### config.mk
export PLATFORM = sky130hd
export DESIGN_NAME = hazard_scoreboard
export DESIGN_NICKNAME = d
export VERILOG_FILES = /design/src/rtl/hazard_scoreboard.sv
export SDC_FILE = /design/constraint.sdc
export NUM_CORES = 1
export LEC_CHECK = 0
export CAP_MARGIN = 20
export CORE_MARGIN = 4
export CORE_UTILIZATION = 60
export CTS_CLUSTER_DIAMETER = 40
export DETAILED_ROUTE_END_ITERATION = 12
export HOLD_SLACK_MARGIN = 0.06
export PLACE_DENSITY_LB_ADDON = 0.15
export SYNTH_ARGS = -nofsm -noshare
export SYNTH_HDL_FRONTEND = slang
export SYNTH_SLANG_ARGS = --single-unit
### constraint.sdc
create_clock -name clk -period 5 [get_ports clk]
set_input_delay 1.25 -clock clk [delete_from_list [all_inputs] [get_ports clk]]
set_output_delay 1.25 -clock clk [all_outputs]
set_load 0.01 [all_outputs]
### src/rtl/hazard_scoreboard.sv
// ============================================================================
// hazard_scoreboard
// ----------------------------------------------------------------------------
// Hazard controller placed beside the ID stage of the pipelined CPU.
//
// A per-register countdown scoreboard tracks results that are still in flight
// from multi-cycle producers (loads and the multiply/divide unit). The block
// detects three kinds of hazard for the instruction in ID:
//   - RAW: a source register is still pending.
//   - WAW: the destination register is still pending.
//   - MDU structural: the MDU is still occupied by an earlier operation.
// A hazard holds the PC and IF/ID and inserts a bubble into ID/EX.
//
// Redirects resolved in EX kill IF/ID for a configurable number of cycles.
// A flush takes priority over a stall.
//
// Plain ALU results are forwarded elsewhere, so they never stall.
//
// Parameters
//   REG_ADDR_W  register address width; register 0 is never busy
//   NUM_SRC     source operands checked per decoded instruction
//   LOAD_LAT    cycles a load result is unavailable after issue (>=1)
//   MDU_LAT     cycles an MDU result is unavailable after issue, and also the
//               MDU occupancy (>=1)
//   FLUSH_J     IF/ID kill cycles after ex_jump
//   FLUSH_JR    IF/ID kill cycles after ex_jump_r
//
// Ports
//   clk          rising-edge clock
//   rstn         asynchronous active-low reset
//   id_valid     ID holds a valid instruction
//   id_src_addr  packed source addresses; src i at [i*REG_ADDR_W +: REG_ADDR_W]
//   id_src_used  source i is actually read
//   id_dst_addr  destination register
//   id_dst_we    instruction writes id_dst_addr
//   id_is_load   instruction is a load
//   id_is_mdu    instruction uses the multiply/divide unit
//   ex_jump      direct jump / taken branch resolved in EX this cycle
//   ex_jump_r    register jump resolved in EX this cycle
//   stall        hold PC and IF/ID
//   bubble       force a NOP into ID/EX
//   flush        kill IF/ID contents
//   busy_mask    bit r set while register r has a pending write
// ============================================================================
module hazard_scoreboard #(
  parameter int REG_ADDR_W = 5,
  parameter int NUM_SRC    = 2,
  parameter int LOAD_LAT   = 1,
  parameter int MDU_LAT    = 4,
  parameter int FLUSH_J    = 1,
  parameter int FLUSH_JR   = 2
) (
  input  logic                          clk,
  input  logic                          rstn,
  input  logic                          id_valid,
  input  logic [NUM_SRC*REG_ADDR_W-1:0] id_src_addr,
  input  logic [NUM_SRC-1:0]            id_src_used,
  input  logic [REG_ADDR_W-1:0]         id_dst_addr,
  input  logic                          id_dst_we,
  input  logic                          id_is_load,
  input  logic                          id_is_mdu,
  input  logic                          ex_jump,
  input  logic                          ex_jump_r,
  output logic                          stall,
  output logic                          bubble,
  output logic                          flush,
  output logic [(2**REG_ADDR_W)-1:0]    busy_mask
);

  localparam int NREG   = 2 ** REG_ADDR_W;
  localparam int MAXLAT = (LOAD_LAT > MDU_LAT) ? LOAD_LAT : MDU_LAT;
  localparam int CW     = $clog2(MAXLAT + 1);
  localparam int MW     = $clog2(MDU_LAT + 1);
  localparam int FMAX   = (FLUSH_J > FLUSH_JR) ? FLUSH_J : FLUSH_JR;
  localparam int FW     = $clog2(FMAX + 1);

  // Counters that stop at zero.
  function automatic logic [CW-1:0] dec_pend(input logic [CW-1:0] v);
    return (v != '0) ? v - CW'(1) : v;
  endfunction

  function automatic logic [MW-1:0] dec_mdu(input logic [MW-1:0] v);
    return (v != '0) ? v - MW'(1) : v;
  endfunction

  function automatic logic [FW-1:0] dec_flush(input logic [FW-1:0] v);
    return (v != '0) ? v - FW'(1) : v;
  endfunction

  logic [CW-1:0]         pend [NREG];
  logic [MW-1:0]         mdu_cnt;
  logic [FW-1:0]         flush_cnt;

  logic [REG_ADDR_W-1:0] src_addr [NUM_SRC];
  logic                  raw;
  logic                  waw;
  logic                  mdu_hz;
  logic                  dst_live;
  logic                  redirect;
  logic                  issue;
  logic [CW-1:0]         issue_lat;

  for (genvar gi = 0; gi < NUM_SRC; gi++) begin : g_src
    assign src_addr[gi] = id_src_addr[gi*REG_ADDR_W +: REG_ADDR_W];
  end

  // ---- Hazard detection (combinational, same cycle as decode) ----
  always_comb begin
    raw = 1'b0;
    for (int i = 0; i < NUM_SRC; i++) begin
      if (id_src_used[i] && (src_addr[i] != '0) && (pend[src_addr[i]] != '0))
        raw = 1'b1;
    end
  end

  assign dst_live = id_dst_we && (id_dst_addr != '0);
  assign waw      = dst_live && (pend[id_dst_addr] != '0);
  assign mdu_hz   = id_is_mdu && (mdu_cnt != '0);

  // A flush outranks a stall. The instruction in ID is being killed, so
  // holding it would be pointless.
  assign redirect = ex_jump || ex_jump_r;
  assign flush    = redirect || (flush_cnt != '0);
  assign stall    = id_valid && !flush && (raw || waw || mdu_hz);
  assign bubble   = flush || stall;
  assign issue    = id_valid && !stall && !flush;

  always_comb begin
    issue_lat = '0;
    if (id_is_load)
      issue_lat = CW'(LOAD_LAT);
    else if (id_is_mdu)
      issue_lat = CW'(MDU_LAT);
  end

  always_comb begin
    busy_mask = '0;
    for (int r = 0; r < NREG; r++)
      busy_mask[r] = (pend[r] != '0);
  end

  // ---- Scoreboard state update ----
  // An issuing write reloads its entry, which overrides that entry's
  // decrement. Redirects leave the scoreboard alone, because everything
  // already issued is older than the branch.
  always_ff @(posedge clk or negedge rstn) begin
    if (!rstn) begin
      for (int r = 0; r < NREG; r++)
        pend[r] <= '0;
    end else begin
      for (int r = 0; r < NREG; r++) begin
        if (r == 0)
          pend[r] <= '0;
        else if (issue && dst_live && (id_dst_addr == REG_ADDR_W'(r)))
          pend[r] <= issue_lat;
        else
          pend[r] <= dec_pend(pend[r]);
      end
    end
  end

  // An MDU operation occupies the unit even when it writes no register.
  always_ff @(posedge clk or negedge rstn) begin
    if (!rstn)
      mdu_cnt <= '0;
    else if (issue && id_is_mdu)
      mdu_cnt <= MW'(MDU_LAT);
    else
      mdu_cnt <= dec_mdu(mdu_cnt);
  end

  // The redirect cycle is itself a flush cycle, so the counter is loaded
  // with one less than the kill length. A later redirect reloads it.
  always_ff @(posedge clk or negedge rstn) begin
    if (!rstn)
      flush_cnt <= '0;
    else if (ex_jump_r)
      flush_cnt <= FW'(FLUSH_JR - 1);
    else if (ex_jump)
      flush_cnt <= FW'(FLUSH_J - 1);
    else
      flush_cnt <= dec_flush(flush_cnt);
  end

endmodule

==> impl_results.md, run 1 <==
- TritonCTS clock tree: built
- Critical path cell sequence: clkdlybuf4s50_1, buf_4, or3b_2, o311ai_0, a31oi_1, a2bb2oi_1, and4b_1, and3_4, o21bai_1, dlygate4sd2_1
- Top cells by area, synth: dfrtp_1 (33%), ha_1 (11%), mux2i_1 (8.7%)
- Cts hold-fix bufs: 0
- Worst setup SP type: input pin
- CP startpoint: id_src_addr[1]
- CTS sink count: 98
- Cell Area, Synth: 0.007512 mm^2
- TritonCTS buffer count: 9
- Clock transition at the registers of the reported paths: 70 ps
- Min-Delay Path Depth: 2
- Pwr dens: 635.9 mW/mm^2
- Min Tclk post-route: 4891 ps
- Critical Path Stages: 10
- Avg Inst Size Synth: 9.150 um^2
- First-pass GRT wire length: 35200 um
- Syn Inst Count: 821
- CP peak stage delay: 490 ps
- I/O pin cnt: 60
- Max-cap violations: 0
- Endpoints failing hold: 0
- Remaining global-route overflow: 0
- CTS Root Cell: clkbuf_16
- Post-Layout Cell Count: 1068
- Placed cell areas: 0.008446 mm^2
- Max Clk Rate: 204.5 MHz
- DR DRC count: 0
- FF-to-FF path depth: 8
- Crit-path leading delay family: buffers and inverters
- Worst-path maximum fanout: 6
- Sequential fraction of the synthesis area: 0.3264
- Final Slew Violations: 0
- Hold Startpoint: mdu_cnt[2]$_DFFE_PN0P_
- Initial Util: 0.6202
- Post-layout nets: 986
- Worst IR Drop VDD: 0.3709 mV
- Fraction of registers with async set/reset: 1.000
- Antenna violations before repair: 0
- Vias: 6628
- Final setup fails: 0
- Clk_skew: 7.577 ps
- Final Instance Area: 0.008828 mm^2
- HPWL after DPL: 16090 um
- Number of flops mapped to enable cells by yosys: 0
- Core area: 0.01211 mm^2
- Period utilisation layout: 0.9782
- Largest net degree at the start of global routing: 76
- Dpl ws: -321.7 ps
- Slack of the critical path: 109.2 ps
- Drt first pass iters: 5
- Total global-route track usage: 0.3128
- Critical Path RT: 3750 ps
- Final core occ: 0.7289
- Vias in the first global route: 6925
- Primary FF master, synth: dfrtp_1
- Share of the synthesized area in the top cell type: 0.3264
- Setup Fix Bufs, Post-CTS: 0
- H-tree lvl count: 3
- Run status: complete, no violations
- R2r startpoint: pend[33]$_DFFE_PN0P_
- Critical Path AT: 3640 ps
- Die W: 119.9 um
- Design Power: 5.614 mW
- Synthesis-to-layout area growth: 17.52%
- Port buffer count: 58
- Hold WC Path Type: flip-flop to flip-flop
- Syn. warnings: 0
- Placed cells: 1053
- Chip Height: 119.9 um
- Iter 0 DRT Violations: 569
- Seq cells post-synth: 98
- Inserted Diodes: 0
- Total Wirelength: 22080 um
- Synth unique cells: 61
- Worst path slowest cell: clkdlybuf4s50_1
- Slew margin rel.: 0.3535
- Longest Clk Path Bufs: 2
- Tightest Pin Transition: 969.7 ps
- Post-synthesis net count: 911
- Vias per inst: 6.206
- Avg WL per Cell: 20.68 um
- Final Wtd Congestion: 0.9173
- Worst-Skew Late Latency: 350 ps
- Crit Path Class: input pin to output pin
- Fin Hold WS: 513.0 ps
- Buf+Inv Stages, Crit Path: 3
- Leak pwr: 4.043 nW
- Die area: 0.01437 mm^2
- Area leader, netlist: dfrtp_1
- Row cnt: 40
- Setup TNS: 0 ps
- Crit end category: output pin
- Final ANT Viol Nets: 0
- Share of layout cells above drive strength 1: 0.1222
## power breakdown
group	leakage, nW	internal [mW]	switching, mW
sequential	1.17	1.23	0.529
clock	0.176	0.540	0.312
combinational	2.70	1.46	1.54
total	4.04	3.23	2.38
## per-layer routing
layer	vias to the layer above	wire length (um)	track usage
met2	308	10790	0.5438
li1	3038	-	-
met1	3219	9034	0.3894
met4	0	719	0.1246
met3	63	1536	0.05042
met5	-	0	0
## registers in the layout (all words and copies together) (netlist names)
signal / flops
pend: 93
mdu_cnt: 3
flush_cnt: 2
## worst paths after layout
path | to | slack (ps)
worst max-delay path | bubble | 110
worst min-delay path | mdu_cnt[2]$_DFFE_PN0P_ | 510
worst max register to register | pend[4]$_DFFE_PN0P_ | 1830
worst min register to register | mdu_cnt[2]$_DFFE_PN0P_ | 510
max in group asynchronous | pend[31]$_DFFE_PN0P_ | 3060
min in group asynchronous | pend[65]$_DFFE_PN0P_ | 1050
## what timing repair did
item | in CTS | in global routing
pin swaps | 1 | 0
resized for setup | 10 | 2
gates cloned | 0 | 0
endpoints found under the setup margin | 2 | 2
## worst reg2reg max path: stages, from the launching register on
cell	delay (ps)
dfrtp_1	460
or4_1	580
a221oi_1	310
a31oi_1	70
o31ai_1	280
and4b_1	260
buf_4	450
and3_2	510
a21oi_1	120
## synth_stat cells, drive strengths merged (3+ instances only)
library cell and count:
a2111oi 5, a211oi 6, a21oi 75, a31oi 5, and3 7, buf 15
clkbuf 17, dfrtp 98, ha 65, inv 108, mux2 31, mux2i 65
mux4 9, nand2 11, nand2b 11, nand3 5, nand4 31, nor2 78
nor2b 35, nor3 40, nor3b 4, nor4 14, nor4b 8, o211ai 3
o21ai 4, o21bai 4, o311ai 5, xnor2 31
## cell families after synthesis
family | share of synthesized area
and+or+nand+nor | 0.1864
buffers and inverters | 0.07462
AOI/OAI and AO/OA | 0.1059
muxes | 0.1606
DFF | 0.3264
adders and majority gates | 0.1083
xor gates and xnor gates | 0.03731
other | 0.0004992
## cell usage in the layout (no fill, tap or decap), types with 5 or more instances in the layout
master,n
inv_1,108
dfrtp_1,98
nor2_1,78
a21oi_1,75
mux2i_1,65
ha_1,65
clkdlybuf4s50_1,53
buf_4,38
nor3_1,36
nor2b_1,35
nand4_1,31
xnor2_1,31
mux2_2,30
nor4_1,13
nand2_1,11
nand2b_1,10
clkbuf_16,9
mux4_2,8
nor4b_1,8
a31oi_1,5
a211oi_1,5
o311ai_0,5
## cell type report
class	count	area (um^2)
repair buffers	96	870.8
inverters	108	405.4
well taps	168	210.2
fillers	940	3283
flip-flops and latches	98	2452
clock buffers	9	225.2
clock inverters	6	137.6
multi-input cells	583	4527
No activity file was read; power rests on OpenSTA's default activity.
==> run 2, diff against run 1 <==
--- a/config.mk
+++ b/config.mk
@@ -11,7 +11,7 @@
 export CTS_CLUSTER_DIAMETER = 40
 export DETAILED_ROUTE_END_ITERATION = 12
 export HOLD_SLACK_MARGIN = 0.06
-export PLACE_DENSITY_LB_ADDON = 0.15
+export PLACE_DENSITY = 0.86
 export SYNTH_ARGS = -nofsm -noshare
 export SYNTH_HDL_FRONTEND = slang
 export SYNTH_SLANG_ARGS = --single-unit
==> run 2 against run 1 <==
Against the previous run:
- combinational power is 2% lower
- via count is 1.6% lower
- clock-buffer cell count is 2 higher
- maximum frequency is 0.34% higher
- critical path depth stayed put
- critical path type unchanged
- sequential power hardly changed
- highest routed layer unchanged
- power is 4.7% lower
- sequential share of layout area is 0.36 points higher
- largest power group unchanged
==> impl_results.md, run 2 (synthesis results as in run 1) <==
- Total global-route track usage: 0.2886 (was 0.3128)
- Largest net degree at the start of global routing: 72 (was 76)
- Max-cap violations: 0 (unchanged)
- Row cnt: 40 (unchanged)
- Setup TNS: 0 ps (unchanged)
- CP startpoint: id_src_addr[1] (unchanged)
- Final Wtd Congestion: 0.9527 (was 0.9173)
- Crit Path Class: input pin to output pin (unchanged)
- Longest Clk Path Bufs: 2 (unchanged)
- Avg WL per Cell: 18.99 um (was 20.68 um)
- Max Clk Rate: 205.2 MHz (was 204.5 MHz)
- Crit-path leading delay family: buffers and inverters (unchanged)
- Placed cell areas: 0.008401 mm^2 (was 0.008446 mm^2)
- CTS sink count: 98 (unchanged)
- CP peak stage delay: 460 ps (was 490 ps)
- Vias: 6524 (was 6628)
- Iter 0 DRT Violations: 546 (was 569)
- Most common cell after layout, fill and taps aside: inv_1 (unchanged)
- Slew margin rel.: 0.3691 (was 0.3535)
- Final Instance Area: 0.008716 mm^2 (was 0.008828 mm^2)
- Port buffer count: 58 (unchanged)
- Worst-path maximum fanout: 8 (was 6)
- Worst path slowest cell: or3b_2 (was clkdlybuf4s50_1)
- Clk_skew: 6.764 ps (was 7.577 ps)
- Core area: 0.01211 mm^2 (unchanged)
- Period utilisation layout: 0.9748 (was 0.9782)
- Post-layout nets: 983 (was 986)
- Worst-Skew Late Latency: 360 ps (was 350 ps)
- Synthesis-to-layout area growth: 16.02% (was 17.52%)
- First-pass GRT wire length: 32640 um (was 35200 um)
- Cts hold-fix bufs: 0 (unchanged)
- Pwr dens: 613.7 mW/mm^2 (was 635.9 mW/mm^2)
- Antenna violations before repair: 0 (unchanged)
- Hold WC Path Type: flip-flop to flip-flop (unchanged)
- Final setup fails: 0 (unchanged)
- Crit end category: output pin (unchanged)
- Share of layout cells above drive strength 1: 0.1163 (was 0.1222)
- Chip Height: 119.9 um (unchanged)
- Critical Path AT: 3620 ps (was 3640 ps)
- Critical path cell sequence: clkdlybuf4s50_1, buf_4, or3b_2, o311ai_0, a31oi_1, a2bb2oi_2, and4b_1, and3_4, o21bai_1, dlygate4sd2_1 (was clkdlybuf4s50_1, buf_4, or3b_2, o311ai_0, a31oi_1, a2bb2oi_1, and4b_1, and3_4, o21bai_1, dlygate4sd2_1)
- Run status: complete, no violations (unchanged)
- Endpoints failing hold: 0 (unchanged)
- CTS Root Cell: clkbuf_16 (unchanged)
- Remaining global-route overflow: 0 (unchanged)
- TritonCTS buffer count: 9 (unchanged)
- R2r startpoint: pend[33]$_DFFE_PN0P_ (unchanged)
- Min Tclk post-route: 4874 ps (was 4891 ps)
- Fill count: 955 (was 940)
- Largest Register: pend (unchanged)
- TritonCTS clock tree: built (unchanged)
- Total Wirelength: 20170 um (was 22080 um)
- Final Slew Violations: 0 (unchanged)
- I/O pin cnt: 60 (unchanged)
- H-tree lvl count: 3 (unchanged)
- Worst IR Drop VDD: 0.4044 mV (was 0.3709 mV)
- Die area: 0.01437 mm^2 (unchanged)
- Tightest Pin Transition: 942.8 ps (was 969.7 ps)
- Commonest non-fill, non-tap cells in the layout: inv_1 (108), dfrtp_1 (98), nor2_1 (78) (unchanged)
- Vias per inst: 6.143 (was 6.206)
- Initial Util: 0.6202 (unchanged)
- Final ANT Viol Nets: 0 (unchanged)
- Max reg flops: 93 (unchanged)
- DR DRC count: 0 (unchanged)
- Final core occ: 0.7196 (was 0.7289)
- Leak pwr: 3.978 nW (was 4.043 nW)
- Worst setup SP type: input pin (unchanged)
- Die W: 119.9 um (unchanged)
- Hold Startpoint: mdu_cnt[1]$_DFFE_PN0P_ (was mdu_cnt[2]$_DFFE_PN0P_)
- Critical Path RT: 3750 ps (about the same)
- Inserted Diodes: 0 (unchanged)
- Clock transition at the registers of the reported paths: 60 ps (was 70 ps)
- Drt first pass iters: 6 (was 5)
- Regs by FF count: pend (93), mdu_cnt (3), flush_cnt (2) (unchanged)
- Buf+Inv Stages, Crit Path: 3 (unchanged)
- Vias in the first global route: 6554 (was 6925)
- HPWL after DPL: 14730 um (was 16090 um)
-- run 2: cell count changes in the layout (fill, tap and decap cells not counted), sizes merged --
cell	previous run	this run
clkbuf	9	11
bufinv	4	1
buf	39	36
inv	109	108
clkinv	1	0
-- run 2: final cells by class --
class,instances,area (um^2),share of cell area
multi-input combinational,583,4542,0.5211
clock buffer,11,232.7,0.02670
timing repair buffer,93,843.3,0.09676
clock inverter,1,30.03,0.003445
sequential,98,2452,0.2814
tap,168,210.2,0.02412
inverter,108,405.4,0.04651
-- run 2: repair_timing --
item,in CTS,in global routing
endpoints found under the setup margin,2,2
pin swaps,2,1
gates resized for setup,10,5
cloned,0,0
buffers inserted,0,1
-- run 2: report_power, final --
part	total [mW]	internal, mW	switching, mW
clock	0.664	0.377	0.287
combinational	2.94	1.46	1.48
sequential	1.75	1.23	0.518
total	5.35	3.07	2.28
-- run 2: path summary, 6_finish.rpt --
kind / cells after the start / endpoint / slack [ps]
max in group asynchronous: 2 / pend[22]$_DFFE_PN0P_ / 3030
worst min-delay path: 1 / mdu_cnt[1]$_DFFE_PN0P_ / 530
worst min register to register: 1 / mdu_cnt[1]$_DFFE_PN0P_ / 530
min in group asynchronous: 1 / pend[54]$_DFFE_PN0P_ / 1020
worst max register to register: 9 / pend[85]$_DFFE_PN0P_ / 1860
worst max-delay path: 10 / bubble / 130
-- run 2: metal layers --
metal  GRT usage  part of all wire  vias up
li1            -                 -     3025
met1      0.3707              0.42     3226
met2      0.4869              0.49      232
met3     0.04430             0.068       41
met4      0.1210             0.024        0
met5           0                 0        -
-- run 2: per-stage QoR --
step / total power [mW] / cells / hold WS [ps] / worst slack [ps]
detailed placement: 4.611 / 1049 / 510.1 / -297.5
CTS: 5.320 / 1061 / 531.3 / 122.4
floorplan: 3.745 / 821 / 470.7 / 623.1
finish: 5.349 / 1062 / 531.3 / 125.9
global route: 5.812 / 1062 / 564.7 / -6.101
global placement: 4.440 / 1049 / 496.9 / -258.8
==> run 3, diff against run 2 <==
--- a/config.mk
+++ b/config.mk
@@ -12,6 +12,7 @@
 export DETAILED_ROUTE_END_ITERATION = 12
 export HOLD_SLACK_MARGIN = 0.06
 export PLACE_DENSITY = 0.86
+export REMOVE_ABC_BUFFERS = 1
 export SYNTH_ARGS = -nofsm -noshare
 export SYNTH_HDL_FRONTEND = slang
 export SYNTH_SLANG_ARGS = --single-unit
==> run 3 against run 2 <==
Against the previous run:
- sequential share of layout area fell by 0.35 points
- cell count up 0.66%
- combinational power about the same
- first-iteration DRC count grew 16%
- flip-flop and latch count is the same
- utilization is 0.91 points higher
- clock power grew 24%
- cell area is 1.3% higher
==> impl_results.md, run 3 (synthesis results as in run 1) <==
- Final core occ: 0.7287 (was 0.7196)
- Final Instance Area: 0.008826 mm^2 (was 0.008716 mm^2)
- Worst setup SP type: input pin (unchanged)
- Hold WC Path Type: flip-flop to flip-flop (unchanged)
- Critical Path AT: 3540 ps (was 3620 ps)
- Slew margin rel.: 0.4015 (was 0.3691)
- Most common cell after layout, fill and taps aside: inv_1 (unchanged)
- Slack of the critical path: 206.5 ps (was 125.9 ps)
- Remaining global-route overflow: 0 (unchanged)
- Critical Path RT: 3750 ps (about the same)
- Vias: 6618 (was 6524)
- First-pass GRT wire length: 33030 um (was 32640 um)
- Endpoints failing hold: 0 (unchanged)
- Port buffer count: 58 (unchanged)
- Flop pwr share: 0.317 (was 0.327)
- HPWL after DPL: 14590 um (was 14730 um)
- Run status: complete, no violations (unchanged)
- Crit end category: output pin (unchanged)
- Drt first pass iters: 6 (unchanged)
- Worst-path maximum fanout: 2 (was 8)
- RSZ-0062 raised after global routing: no
- Final Slew Violations: 0 (unchanged)
- Chip Height: 119.9 um (unchanged)
- Antenna violations before repair: 0 (unchanged)
- Leak pwr: 4.053 nW (was 3.978 nW)
- Design Power: 5.505 mW (was 5.349 mW)
- Uppermost layer routed: met4 (unchanged)
- Fin Hold WS: 526.7 ps (was 531.3 ps)
- Dpl ws: -350.2 ps (was -297.5 ps)
- Setup Fix Bufs, Post-CTS: 0 (unchanged)
- Final Wtd Congestion: 0.9958 (was 0.9527)
- Share of layout cells above drive strength 1: 0.1243 (was 0.1163)
- Worst IR Drop VDD: 0.3325 mV (was 0.4044 mV)
- CTS Root Cell: clkbuf_16 (unchanged)
- Pwr dens: 623.8 mW/mm^2 (was 613.7 mW/mm^2)
- Avg WL per Cell: 18.98 um (was 18.99 um)
- CTS sink count: 98 (unchanged)
- Min Tclk post-route: 4793 ps (was 4874 ps)
- Crit Path Class: input pin to output pin (unchanged)
- Routed length on met1: 8390 um (was 8470 um)
- Met2 Wirelength: 9561 um (was 9832 um)
- Clock power frac: 0.150 (was 0.124)
- Iter 0 DRT Violations: 633 (was 546)
- Core area: 0.01211 mm^2 (unchanged)
- Largest Register: pend (unchanged)
- Vias per inst: 6.191 (was 6.143)
- Design internal power: 3.196 mW (was 3.067 mW)
- Die W: 119.9 um (unchanged)
- Die area: 0.01437 mm^2 (unchanged)
- Total global-route track usage: 0.2905 (was 0.2886)
- Period utilisation layout: 0.9587 (was 0.9748)
- Commonest non-fill, non-tap cells in the layout: inv_1 (108), dfrtp_1 (98), nor2_1 (78) (unchanged)
- Placed cells: 1053 (was 1049)
- H-tree lvl count: 3 (unchanged)
- TritonCTS clock tree: built (unchanged)
- Final ANT Viol Nets: 0 (unchanged)
- Total Wirelength: 20290 um (was 20170 um)
- Max-cap violations: 0 (unchanged)
- Vias in the first global route: 6636 (was 6554)
- Post-layout nets: 986 (was 983)
- Clk_skew: 8.466 ps (was 6.764 ps)
- Max reg flops: 93 (unchanged)
- Final setup fails: 0 (unchanged)
- Placed cell areas: 0.008431 mm^2 (was 0.008401 mm^2)
- Worst-Skew Late Latency: 360 ps (about the same)
- Setup TNS: 0 ps (unchanged)
- Tightest Pin Transition: 894.5 ps (was 942.8 ps)
- Synthesis-to-layout area growth: 17.49% (was 16.02%)
- WL met3: 1558 um (was 1371 um)
- Initial Util: 0.6202 (unchanged)
- Post-Layout Cell Count: 1069 (was 1062)
- Max Clk Rate: 208.6 MHz (was 205.2 MHz)
- Inserted Diodes: 0 (unchanged)
- NetSw: 2.309 mW (was 2.282 mW)
- Longest Clk Path Bufs: 2 (unchanged)
- Clock transition at the registers of the reported paths: 70 ps (was 60 ps)
- DR DRC count: 0 (unchanged)
- TritonCTS buffer count: 9 (unchanged)
- Cts hold-fix bufs: 0 (unchanged)
- Comb pwr share: 0.533 (was 0.549)
- I/O pin cnt: 60 (unchanged)
- Row cnt: 40 (unchanged)
- Largest net degree at the start of global routing: 71 (was 72)
- Regs by FF count: pend (93), mdu_cnt (3), flush_cnt (2) (unchanged)
- Sw Share: 0.4194 (was 0.4266)
## run 3: cell count changes in the layout (fill, tap and decap cells not counted), moves of 2 or more
| cell | previous run | this run |
|---|---|---|
| bufinv_16 | 1 | 3 |
| clkbuf_1 | 2 | 0 |
| buf_4 | 34 | 37 |
| clkdlybuf4s50_1 | 53 | 50 |
| a2111oi_0 | 2 | 0 |
| dlygate4sd2_1 | 4 | 6 |
## run 3: final timing paths
| path | from | endpoint | slack, ps | cells after the start |
|---|---|---|---|---|
| min reg2reg | mdu_cnt[1]$_DFFE_PN0P_ | mdu_cnt[1]$_DFFE_PN0P_ | 530 | 1 |
| max in group asynchronous | rstn | pend[26]$_DFFE_PN0P_ | 3070 | 2 |
| max reg2reg | pend[45]$_DFFE_PN0P_ | pend[43]$_DFFE_PN0P_ | 1900 | 8 |
| min | mdu_cnt[1]$_DFFE_PN0P_ | mdu_cnt[1]$_DFFE_PN0P_ | 530 | 1 |
| max | id_src_addr[0] | bubble | 210 | 9 |
| min in group asynchronous | rstn | pend[56]$_DFFE_PN0P_ | 990 | 1 |
## run 3: layout make-up
class,count,area (um^2)
Multi-Input combinational cell,583,4538
Fill cell,915,3286
Sequential cell,98,2452
Timing Repair Buffer,96,869.6
Inverter,108,405.4
Clock buffer,10,239.0
Tap cell,168,210.2
Clock inverter,6,111.4
## run 3: per-layer routing
| layer | vias to the layer above | track usage |
|---|---|---|
| met3 | 64 | 0.05467 |
| li1 | 3037 | - |
| met4 | 0 | 0.1374 |
| met2 | 295 | 0.4700 |
| met5 | - | 0 |
| met1 | 3222 | 0.3774 |
## run 3: power groups by stage
stage	clock [mW]	sequential [mW]	combinational, mW
after floorplan	0	1.58	2.13
after global placement	0	1.70	2.73
after detailed placement	0	1.72	2.89
after CTS	0.827	1.72	2.94
after global routing	0.859	1.80	3.32
final	0.824	1.74	2.94
## run 3: worst max-delay path: stages
cell and delay (ps):
dlygate4sd2_1 280, mux4_2 550, a2111oi_2 310, buf_4 180
o211ai_1 90, and4b_1 310, and3_4 220, o21bai_1 60
dlygate4sd2_1 290
## run 3: what timing repair did
action                                  4_1_cts  5_1_grt
endpoints found under the setup margin        2        1
cloned                                        0        0
resized for setup                            19        2
